$ cat config.mk
export PLATFORM = sky130hd
export DESIGN_NAME = noc_vc_grant_arbiter_flat
export DESIGN_NICKNAME = d
export VERILOG_FILES = /design/src/rtl/noc_vc_grant_arbiter_if.sv /design/src/rtl/noc_vc_grant_arbiter.sv /design/src/flat_wrapper.sv
export SDC_FILE = /design/constraint.sdc
export NUM_CORES = 1
export LEC_CHECK = 0
export BUFFER_PORTS_ARGS = -buffer_cell sky130_fd_sc_hd__buf_2
export CAP_MARGIN = 20
export CORE_MARGIN = 2
export CORE_UTILIZATION = 42
export CTS_CLUSTER_SIZE = 10
export DETAILED_ROUTE_END_ITERATION = 8
export PLACE_DENSITY_LB_ADDON = 0.1
export SETUP_SLACK_MARGIN = 0.5
export SLEW_MARGIN = 5
export SYNTH_ARGS = -nofsm -noshare
export SYNTH_HDL_FRONTEND = slang
export SYNTH_SLANG_ARGS = --single-unit
$ cat constraint.sdc
create_clock -name noc_clk -period 1.7 [get_ports noc_clk]
set_input_delay 0.17 -clock noc_clk [delete_from_list [all_inputs] [get_ports noc_clk]]
set_output_delay 0.17 -clock noc_clk [all_outputs]
set_load 0.1 [all_outputs]
$ cat src/rtl/noc_vc_grant_arbiter_if.sv
// noc_vc_grant_arbiter_if: per-VC request/handshake inputs and one-hot grant outputs of the VC arbiter.
// slave is the arbiter side, master is the VC buffers / merge side driving the requests.
interface noc_vc_grant_arbiter_if #(
    parameter int CHANNELS = 4
);
    localparam int IW = $clog2(CHANNELS);
    logic [CHANNELS-1:0] i_vc_valid;
    logic [CHANNELS-1:0] i_vc_head;
    logic [CHANNELS-1:0] i_vc_tail;
    logic [CHANNELS-1:0] i_vc_credit_ok;
    logic [CHANNELS-1:0] i_vc_ready;
    logic [CHANNELS-1:0] o_vc_grant;
    logic [IW-1:0]       o_grant_id;
    logic                o_busy;
    logic                o_timeout;
    modport master (
        output i_vc_valid, i_vc_head, i_vc_tail, i_vc_credit_ok, i_vc_ready,
        input  o_vc_grant, o_grant_id, o_busy, o_timeout
    );
    modport slave (
        input  i_vc_valid, i_vc_head, i_vc_tail, i_vc_credit_ok, i_vc_ready,
        output o_vc_grant, o_grant_id, o_busy, o_timeout
    );
endinterface

$ cat src/rtl/noc_vc_grant_arbiter.sv
// noc_vc_grant_arbiter: round-robin packet-level VC arbiter with credit check; grant locked head to tail.
// Optional watchdog release under NOC_VC_ARB_TIMEOUT_EN.
module noc_vc_grant_arbiter #(
    parameter int CHANNELS       = 4,
    parameter int TIMEOUT_CYCLES = 64
) (
    input logic                    noc_clk,
    input logic                    noc_rst,
    noc_vc_grant_arbiter_if.slave  bus
);
    localparam int IW = $clog2(CHANNELS);
    localparam logic [IW:0] CH = (IW+1)'(CHANNELS);

    if (CHANNELS < 2 || TIMEOUT_CYCLES < 2) begin : g_bad_param
        $error("noc_vc_grant_arbiter: CHANNELS and TIMEOUT_CYCLES must be >= 2");
    end

    typedef enum logic {IDLE, LOCKED} state_t;
    state_t              state;
    logic [IW-1:0]       ptr;
    logic [IW-1:0]       gid;
    logic [IW-1:0]       gid_next;
    logic [IW-1:0]       pick;
    logic [IW:0]         s;
    logic [CHANNELS-1:0] elig;
    logic [CHANNELS-1:0] grant;
    logic                found;
    logic                xfer;
    logic                tail_xfer;
    logic                wd_hit;

    assign elig      = bus.i_vc_valid & bus.i_vc_head & bus.i_vc_credit_ok;
    assign xfer      = bus.i_vc_valid[gid] & bus.i_vc_ready[gid];
    assign tail_xfer = xfer & bus.i_vc_tail[gid];
    assign gid_next  = (gid == IW'(CHANNELS-1)) ? '0 : gid + 1'b1;

    // Scan from the farthest offset down so the nearest eligible VC at/after ptr wins.
    always_comb begin
        found = 1'b0;
        pick  = '0;
        s     = '0;
        for (int k = CHANNELS-1; k >= 0; k--) begin
            s = {1'b0, ptr} + (IW+1)'(k);
            s = (s >= CH) ? s - CH : s;
            if (elig[s[IW-1:0]]) begin
                found = 1'b1;
                pick  = s[IW-1:0];
            end
        end
    end

    always_ff @(posedge noc_clk or posedge noc_rst) begin
        if (noc_rst) begin
            state <= IDLE;
            ptr   <= '0;
            gid   <= '0;
            grant <= '0;
        end else if (state == IDLE) begin
            if (found) begin
                state <= LOCKED;
                gid   <= pick;
                grant <= CHANNELS'(1) << pick;
            end
        end else if (tail_xfer || wd_hit) begin
            state <= IDLE;
            gid   <= '0;
            grant <= '0;
            ptr   <= gid_next;
        end
    end

    assign bus.o_vc_grant = grant;
    assign bus.o_grant_id = gid;
    assign bus.o_busy     = state == LOCKED;

`ifdef NOC_VC_ARB_TIMEOUT_EN
    localparam int WW = $clog2(TIMEOUT_CYCLES);
    logic [WW-1:0] wd_cnt;
    logic          timeout;

    // Counts consecutive locked cycles without a transfer; fires on the TIMEOUT_CYCLES-th.
    assign wd_hit = state == LOCKED && !xfer && wd_cnt == WW'(TIMEOUT_CYCLES-1);

    always_ff @(posedge noc_clk or posedge noc_rst) begin
        if (noc_rst) begin
            wd_cnt  <= '0;
            timeout <= 1'b0;
        end else begin
            timeout <= wd_hit;
            wd_cnt  <= (state != LOCKED || xfer || wd_hit) ? '0 : wd_cnt + 1'b1;
        end
    end

    assign bus.o_timeout = timeout;
`else
    assign wd_hit        = 1'b0;
    assign bus.o_timeout = 1'b0;
`endif
endmodule

$ cat src/flat_wrapper.sv
// flat-port wrapper written by rule: the top's interface ports become plain ports
module noc_vc_grant_arbiter_flat 
#(
    parameter int CHANNELS       = 4,
    parameter int TIMEOUT_CYCLES = 64
)
  (noc_clk, noc_rst, bus_i_vc_valid, bus_i_vc_head, bus_i_vc_tail, bus_i_vc_credit_ok, bus_i_vc_ready, bus_o_vc_grant, bus_o_grant_id, bus_o_busy, bus_o_timeout);
  noc_vc_grant_arbiter_if #(.CHANNELS(CHANNELS)) bus_i ();
  input logic noc_clk;
  input logic noc_rst;
  input wire logic [$bits(bus_i.i_vc_valid)-1:0] bus_i_vc_valid;
  input wire logic [$bits(bus_i.i_vc_head)-1:0] bus_i_vc_head;
  input wire logic [$bits(bus_i.i_vc_tail)-1:0] bus_i_vc_tail;
  input wire logic [$bits(bus_i.i_vc_credit_ok)-1:0] bus_i_vc_credit_ok;
  input wire logic [$bits(bus_i.i_vc_ready)-1:0] bus_i_vc_ready;
  output wire logic [$bits(bus_i.o_vc_grant)-1:0] bus_o_vc_grant;
  output wire logic [$bits(bus_i.o_grant_id)-1:0] bus_o_grant_id;
  output wire logic [$bits(bus_i.o_busy)-1:0] bus_o_busy;
  output wire logic [$bits(bus_i.o_timeout)-1:0] bus_o_timeout;
  assign bus_i.i_vc_valid = bus_i_vc_valid;
  assign bus_i.i_vc_head = bus_i_vc_head;
  assign bus_i.i_vc_tail = bus_i_vc_tail;
  assign bus_i.i_vc_credit_ok = bus_i_vc_credit_ok;
  assign bus_i.i_vc_ready = bus_i_vc_ready;
  assign bus_o_vc_grant = bus_i.o_vc_grant;
  assign bus_o_grant_id = bus_i.o_grant_id;
  assign bus_o_busy = bus_i.o_busy;
  assign bus_o_timeout = bus_i.o_timeout;
  noc_vc_grant_arbiter #(.CHANNELS(CHANNELS), .TIMEOUT_CYCLES(TIMEOUT_CYCLES)) u_core (.noc_clk(noc_clk), .noc_rst(noc_rst), .bus(bus_i));
endmodule
## Word-level counts from Yosys, hierarchy flattened

Cells that the tools add are included.

- Flip-flop bits (word level): 9
- Input bits: 22
- Output and inout port bits: 8
- Word-level logic and storage cells: 67

- $add $sub $neg: 8
- Order comparisons: 9
- Equal/unequal tests: 2
- Shift operators: 1
- Mux-type cells: 36
- Bitwise operators: 4
- Reduce and logical (&&, ||, !) cells: 3

Operator list:

| cell | count |
|---|---|
| $mux 2 | 12 |
| $lt 2x3->1 const B | 5 |
| $bmux 1 s2 | 7 |
| $mux 1 | 14 |
| $mux 4 | 3 |
| $ge 3x3->1 const B | 3 |
| $and 4x4->4 | 2 |
| $sub 2x1->2 const B | 4 |
| $add 2x2->3 const B | 2 |
| $reduce_and 2->1 | 2 |
| $shl 1x2->4 const A | 1 |
| $add 2x1->3 const B | 1 |
| $ge 2x3->1 const B | 1 |
| $add 2x1->2 const B | 1 |
| $and 1x1->1 | 2 |
| $eq 2x2->1 const B | 1 |
| $ne 2x2->1 const B | 1 |
| $reduce_bool 2->1 | 1 |

## Logic depth before layout (Yosys ltp)

Gate-level depths: netlist of the first run.

- Word-level depth: 12
- Depth in mapped cells: 5
- Depth with buffers taken out: 4

## Worst setup path after synthesis of the first run

OpenSTA, ideal clock, no wires.

- Kind: register to register
- From: register u_core.gid[1], in the netlist u_core.bus.o_grant_id[1]
- To: register u_core.ptr[0]
- Setup time: 125 ps
- Data arrival time: 1884 ps
- Data required time: 1575 ps
- Setup slack: -309 ps
- Cell stages (with the launch flop): 6
- Path buffers: 1
- Clock period less this slack: 2009 ps
- Cells stage by stage: dfrtp_1 -> nand4_1 -> o211ai_1 -> o211a_1 -> buf_6 -> mux2_2

- Longest elaborated chain between the ends: 5
- Elaborated cells on any way between the ends: 11
- Classes of those cells: eq/ne (1); mux (7); bitwise (2); reduce/logical (1)

Ends and longest elaborated chain:

| item | RTL line | source |
|---|---|---|
| from (decl) | noc_vc_grant_arbiter.sv:21 | `logic [IW-1:0] gid;` |
| from (signal assigned) | noc_vc_grant_arbiter.sv:61 | `gid <= pick;` |
| $bmux 1 s2 | noc_vc_grant_arbiter.sv:33 | `assign xfer = bus.i_vc_valid[gid] & bus.i_vc_ready[gid];` |
| $mux 1 (implied by the code) | noc_vc_grant_arbiter.sv:33 |  |
| $and 1x1->1 | noc_vc_grant_arbiter.sv:33 |  |
| $and 1x1->1 | noc_vc_grant_arbiter.sv:34 | `assign tail_xfer = xfer & bus.i_vc_tail[gid];` |
| $reduce_and 2->1 (no source line) | -- |  |
| to (signal assigned) | noc_vc_grant_arbiter.sv:68 | `ptr <= gid_next;` |
| to (decl) | noc_vc_grant_arbiter.sv:20 | `logic [IW-1:0] ptr;` |

Parallel ways exist; a longest one is shown, timed or not. The select of a mux whose other input is x is not followed.
A chain may end at the register's enable or synchronous reset.

## Worst setup path in the final report of the first run

Same ends and word-level chain as after synthesis.

==> results.ini, run 1 <==
[run_status]
outcome = complete, no violations

[logic_synthesis]
ys_types = 27
ys_seq_area_share_pct = 40.72
synth-edff-count = 0
synth_common_cells = 9 x dfrtp_1, 6 x nand2_1, 6 x nand3_1
yosys-top-cells-area = dfrtp_1 41%, o32ai_1 6.3%, nand3_1 5.4%
synthXorXnorAreaFrac_pct = 0
synth_nets = 81
synth_area_um2 = 553.0
yosys.area_share.simple_pct = 18.33
synth_top_area_share_pct = 40.72
synth_area_per_cell_um2 = 9.535
syn_inst = 58
synthMuxAreaShare_pct = 4.072
async_flop_share_pct = 100.0
yosys_warnings = 0
ys.flop_type = dfrtp_1
yosysTopAreaCell = dfrtp_1
synth.most_common_cell = dfrtp_1
synthAdderAreaFrac_pct = 2.262
ys_ff_latch = 9
synth-compound-area-share_pct = 26.47
synth_top_family_by_area = compound AO/OA/AOI/OAI gates

[floorplanning]
dieArea_um2 = 1623
dieWidth_um = 40.29
rows = 13
pin_count = 30
die_h_um = 40.29
initial_utilization_pct = 43.59
core_um2 = 1269

[power]
vdd_ir_drop_max_uv = 914.0
p_leak_nw = 0.3851
powerDensity_nw_per_um2 = 1683
power_mw = 1.424

[clock_tree]
clock_latency_ns = 0.26
cts_made_buffers = 3
clk_transition_reported_paths_ns = 0.06
clockRootBuffer = clkbuf_4
cts_tree = done
clock_sinks = 9
cts_max_level = 1
cts.path.max_buffers = 2

[sta]
drv_slew = 0
tns_ns = 0
hold_ws_ns = 0.3233
setup_violations = 0
fmax_mhz = 751.9
period_share_pct = 78.23
clock_skew_ns = 0.003820
period_needed_ns = 1.330
hold_violations = 0
grt_setup_unrepaired = yes
timing.final.ws_setup_ns = 0.3701

[placed_design]
io_buffers = 28
dp_cells = 98
detailedPlace.worstSlack_ns = 0.1939
gp_congestion = 0.7351
hpwl_um = 1037

[grt]
grt_pass1_vias = 499
track_usage_pct = 19.46
grt_pass1_wl_um = 2049
overflow = 0
grt_start_max_net_pins = 13
antenna_found_initial = 0

[detailed_routing]
drc = 0
ant_nets = 0
first_iter_violations = 3
num_vias = 583
routed_wl_um = 1486
avgViaCountPerCell = 5.449
post_drt_wl_per_cell_um = 13.89
dr.pass1.iters = 4

[min_path]
holdCritPathClass = primary input to register
whs_path_depth = 3
min-delay-start = bus_i_vc_head[0]

[layout]
instances_no_fill = 107
drive_above_1_share_pct = 55.43
num-fill-cells = 100
multi_input_area_um2 = 360.3
syn_to_final_growth_pct = 52.94
seq_area_um2 = 234.0
antennaDiodeCount = 0
nNetsFinal = 116

[setup_path]
path_class = register to register
path_max_fanout = 7
cp-start-kind = register
critPathRequiredTime_ns = 1.84
crit_arrival_ns = 1.47
crit_path_end_kind = register
timing.rr.start = u_core.bus.o_grant_id[1]$_DFFE_PP0P_
worstSetupStartpoint = u_core.bus.o_grant_id[1]$_DFFE_PP0P_
r2r_cells = 3

[flow_run]
max_cap_violations = 0

==> registers in the layout, indices dropped and copies added, names as in the netlist <==
signal and count:
u_core.bus.o_vc_grant 4, u_core.bus.o_grant_id 2, u_core.ptr 2, u_core.bus.o_busy 1
==> cells in the final DEF (no fill, tap or decap), types with 2 or more instances in the layout <==
cell type  count
buf_2         22
buf_4          8
clkbuf_4       5
o32ai_2        3
o22ai_1        2
o22ai_2        2
nand3_1        6
dfrtp_4        2
nand2_1        6
and3_1         2
inv_1          3
nand4_1        2
mux2_4         2
dfrtp_1        6
o21ai_1        2
==> area by class of cell <==
type | instances | share of cell area, %
flip-flops and latches | 9 | 27.66
repair buffers | 33 | 23.08
multi-input cells | 43 | 42.60
well taps | 15 | 2.219
inverters | 3 | 1.331
clock buffers | 4 | 3.107
==> routing by layer <==
layer	global-route usage [%]	part of all wire [%]	up-vias
met1	25.17	42	262
li1	-	-	295
met4	7.500	0.47	0
met5	0	0	-
met3	3.333	9.0	2
met2	32.26	48	24
==> power breakdown <==
part           total [mW]  internal [mW]  leakage (nW)  switching (mW)
combinational       0.883          0.283         0.259           0.600
clock               0.161         0.0902        0.0150          0.0707
sequential          0.380          0.300         0.111          0.0799
total                1.42          0.673         0.385           0.751
==> path summary, 6_finish.rpt <==
check	endpoint	slack [ns]
hold reg to reg	u_core.bus.o_vc_grant[3]$_DFFE_PP0P_	0.55
setup reg to reg	u_core.ptr[0]$_DFFE_PP0P_	0.37
min in group asynchronous	u_core.bus.o_grant_id[0]$_DFFE_PP0P_	0.41
max in group asynchronous	u_core.bus.o_busy$_DFF_PP0_	1.00
setup / recovery	u_core.ptr[0]$_DFFE_PP0P_	0.37
hold / removal	u_core.bus.o_busy$_DFF_PP0_	0.32
==> through the flow <==
step	area (µm²)	util [%]
6_report	845.8	66.67
5_1_grt	845.8	66.67
4_1_cts	828.3	65.29
3_5_place_dp	698.2	55.03
3_3_place_gp	698.2	55.03
2_1_floorplan	569.3	-
==> worst max-delay path, cell delays in order (launching register included) <==
cell      delay, ns
dfrtp_4        0.50
o211ai_1       0.20
o211a_4        0.22
mux2_4         0.29
==> cell families after synthesis <==
kind of cell	count (synthesis)
compound gates	19
mux	2
fa+ha+maj	1
buf+inv	6
flops	9
other cells	1
simple gates	20
==> timing repair <==
action / in CTS / in global routing
hold endpoints to repair: 9 / 0
hold buffers: 1 / 0
setup endpoints to repair: 14 / 12
buffers inserted: 4 / 0
pin swaps: 7 / 4
resized for setup: 16 / 4
No activity file was read; power rests on OpenSTA's default activity.
==> inputs of run 2 (changes only) <==
--- a/config.mk
+++ b/config.mk
@@ -8,7 +8,7 @@
 export BUFFER_PORTS_ARGS = -buffer_cell sky130_fd_sc_hd__buf_2
 export CAP_MARGIN = 20
 export CORE_MARGIN = 2
-export CORE_UTILIZATION = 42
+export CORE_UTILIZATION = 38
 export CTS_CLUSTER_SIZE = 10
 export DETAILED_ROUTE_END_ITERATION = 8
 export PLACE_DENSITY_LB_ADDON = 0.1
==> constraint.sdc (replaced) <==
create_clock -name noc_clk -period 1.2 [get_ports noc_clk]
set_input_delay 0.12 -clock noc_clk [delete_from_list [all_inputs] [get_ports noc_clk]]
set_output_delay 0.12 -clock noc_clk [all_outputs]
set_load 0.1 [all_outputs]
==> results.ini, run 2 (synthesis gave the netlist of run 1 again) <==
[sta]
clock_skew_ns = 0.005196  ; +0.001375 ns
hold_ws_ns = 0.3083  ; -0.01501 ns
period_needed_ns = 1.347  ; +0.01751 ns
grt_setup_unrepaired = yes
timing.final.ws_setup_ns = -0.1474  ; -0.5175 ns
drv_slew = 0  ; unchanged
hold_violations = 0  ; unchanged
period_share_pct = 112.3  ; +34 points
fmax_mhz = 742.2  ; -1.3%
setup_violations = 9  ; +9

[placed_design]
dp_cells = 111  ; +13%
gp_congestion = 0.7687  ; +4.6%
hpwl_um = 1282  ; +24%
placed_area_um2 = 918.4  ; +32%
io_buffers = 28  ; unchanged

[power]
powerDensity_nw_per_um2 = 2347  ; +39%
p_leak_nw = 0.4567  ; +19%
power_mw = 2.376  ; +67%
vdd_ir_drop_max_uv = 1309  ; +43%

[min_path]
whs_path_depth = 3  ; unchanged
min-delay-start = bus_i_vc_credit_ok[1]
min_to = u_core.bus.o_busy$_DFF_PP0_
holdCritPathClass = primary input to register

[run_status]
failed_checks = negative setup slack
outcome = complete, but fails checks

[grt]
grt_start_max_net_pins = 13  ; unchanged
overflow = 0  ; unchanged
grt_pass1_wl_um = 2877  ; +40%
grt_pass1_vias = 689  ; +38%
track_usage_pct = 20.99  ; +1.5 points
antenna_found_initial = 0  ; unchanged

[floorplanning]
core_um2 = 1334  ; +5.1%
rows = 13  ; unchanged
dieWidth_um = 42.15  ; +4.6%
pin_count = 30  ; unchanged
dieArea_um2 = 1777  ; +9.5%
initial_utilization_pct = 41.46  ; -2.1 points
die_h_um = 42.15  ; +4.6%

[setup_path]
crit_arrival_ns = 1.49  ; +0.02 ns
timing.rr.start = u_core.bus.o_grant_id[1]$_DFFE_PP0P_
slowest_delay_ns = 0.49  ; about the same
crit_slowest_cell = dfrtp_4
r2r_cells = 3  ; unchanged
crit_chain = o211ai_1 -> o211a_1 -> mux2_4
critPathRequiredTime_ns = 1.34  ; -0.50 ns
path_max_fanout = 5  ; -2
r2r-end = u_core.ptr[1]$_DFFE_PP0P_
cp-start-kind = register
path_class = register to register
worst-r2r-setup-slack_ns = -0.15  ; -0.52 ns
crit_path_end_kind = register

[layout]
final_cell_area_um2 = 1012  ; +20%
instances_no_fill = 119  ; +11%
antennaDiodeCount = 0  ; unchanged
drive_above_1_share_pct = 58.65  ; +3.2 points
largest_reg_flops = 4  ; unchanged
final_cell_mix = 21 x buf_2, 14 x buf_4, 7 x buf_12, 7 x dfrtp_4
syn_to_final_growth_pct = 83.03
layout_commonest_cell = buf_2
nNetsFinal = 128  ; +10%

[detailed_routing]
first_iter_violations = 17  ; +14
drc = 0  ; unchanged
dr.pass1.iters = 4  ; unchanged
routed_wl_um = 1651  ; +11%
num_vias = 658  ; +13%
avgViaCountPerCell = 5.529  ; +1.5%
ant_nets = 0  ; unchanged
post_drt_wl_per_cell_um = 13.87  ; -0.10%

[clock_tree]
cts.path.max_buffers = 2  ; unchanged
clk_transition_reported_paths_ns = 0.06  ; about the same
cts_made_buffers = 3  ; unchanged
clock_latency_ns = 0.26  ; about the same
clockRootBuffer = clkbuf_4
cts_tree = done
clock_sinks = 9  ; unchanged
cts_max_level = 1  ; unchanged

[flow_run]
max_cap_violations = 0  ; unchanged

run 2: cell types whose count changed in the layout (fill, tap and decap cells not counted), sizes merged:
cell / before / now
clkinvlp: 0 / 1
buf: 30 / 44
inv: 3 / 2
clkbuf: 6 / 4
run 2: what timing repair did:
| action | CTS | global route |
|---|---|---|
| hold buffers | 1 | 0 |
| setup buffers | 3 | 0 |
| endpoints found under the setup margin | 16 | 25 |
| pin swaps | 4 | 3 |
| hold endpoints to repair | 9 | 0 |
| gates resized for setup | 5 | 3 |
| gates cloned | 0 | 0 |
run 2: worst max-delay path by stage:
stage                                               startpoint                                    to  slack (ns)  cells past startpoint
after floorplan           u_core.bus.o_grant_id[1]$_DFFE_PP0P_             u_core.ptr[0]$_DFFE_PP0P_       -0.35                      5
final                     u_core.bus.o_grant_id[1]$_DFFE_PP0P_             u_core.ptr[1]$_DFFE_PP0P_       -0.15                      3
after global routing      u_core.bus.o_grant_id[1]$_DFFE_PP0P_  u_core.bus.o_vc_grant[0]$_DFFE_PP0P_       -0.22                      5
after global placement    u_core.bus.o_grant_id[1]$_DFFE_PP0P_             u_core.ptr[1]$_DFFE_PP0P_       -0.14                      3
after detailed placement  u_core.bus.o_grant_id[1]$_DFFE_PP0P_             u_core.ptr[0]$_DFFE_PP0P_       -0.16                      3
after CTS                 u_core.bus.o_grant_id[1]$_DFFE_PP0P_             u_core.ptr[0]$_DFFE_PP0P_       -0.15                      3
run 2: critical path: cells and delay by family, from the launching register on:
kind | cells | cell delay [ns]
mux | 1 | 0.31
flops | 1 | 0.49
compound gates | 2 | 0.42
run 2: through the flow:
stage | worst slack (ns) | TNS (ns) | util, %
after floorplan | -0.3516 | -1.723 | -
after global placement | -0.1429 | -0.8534 | 68.86
after detailed placement | -0.1637 | -1.092 | 68.86
after CTS | -0.1528 | -0.9827 | 74.67
after global routing | -0.2186 | -1.778 | 75.89
final | -0.1474 | -0.9099 | 75.89
run 2: layout make-up:
cell class / count / area [µm²]
Timing Repair Buffer: 45 / 382.9
Fill cell: 90 / 321.6
Multi-Input combinational cell: 43 / 317.8
Sequential cell: 9 / 251.5
Clock buffer: 4 / 26.28
Tap cell: 15 / 18.77
Inverter: 3 / 15.01
run 2: report_power, final:
| part | internal (mW) | leakage [nW] | switching, mW |
|---|---|---|---|
| Combinational | 0.675 | 0.338 | 0.909 |
| Sequential | 0.455 | 0.103 | 0.105 |
| Clock | 0.128 | 0.0150 | 0.104 |
| Total | 1.26 | 0.457 | 1.12 |
run 2: per-layer routing:
metal / up-vias / track usage (%) / part of all wire [%]
met1: 302 / 24.93 / 42
met5: - / 0 / 0
met3: 4 / 3.879 / 7.0
met2: 28 / 35.94 / 48
li1: 324 / - / -
met4: 0 / 10.63 / 2.5
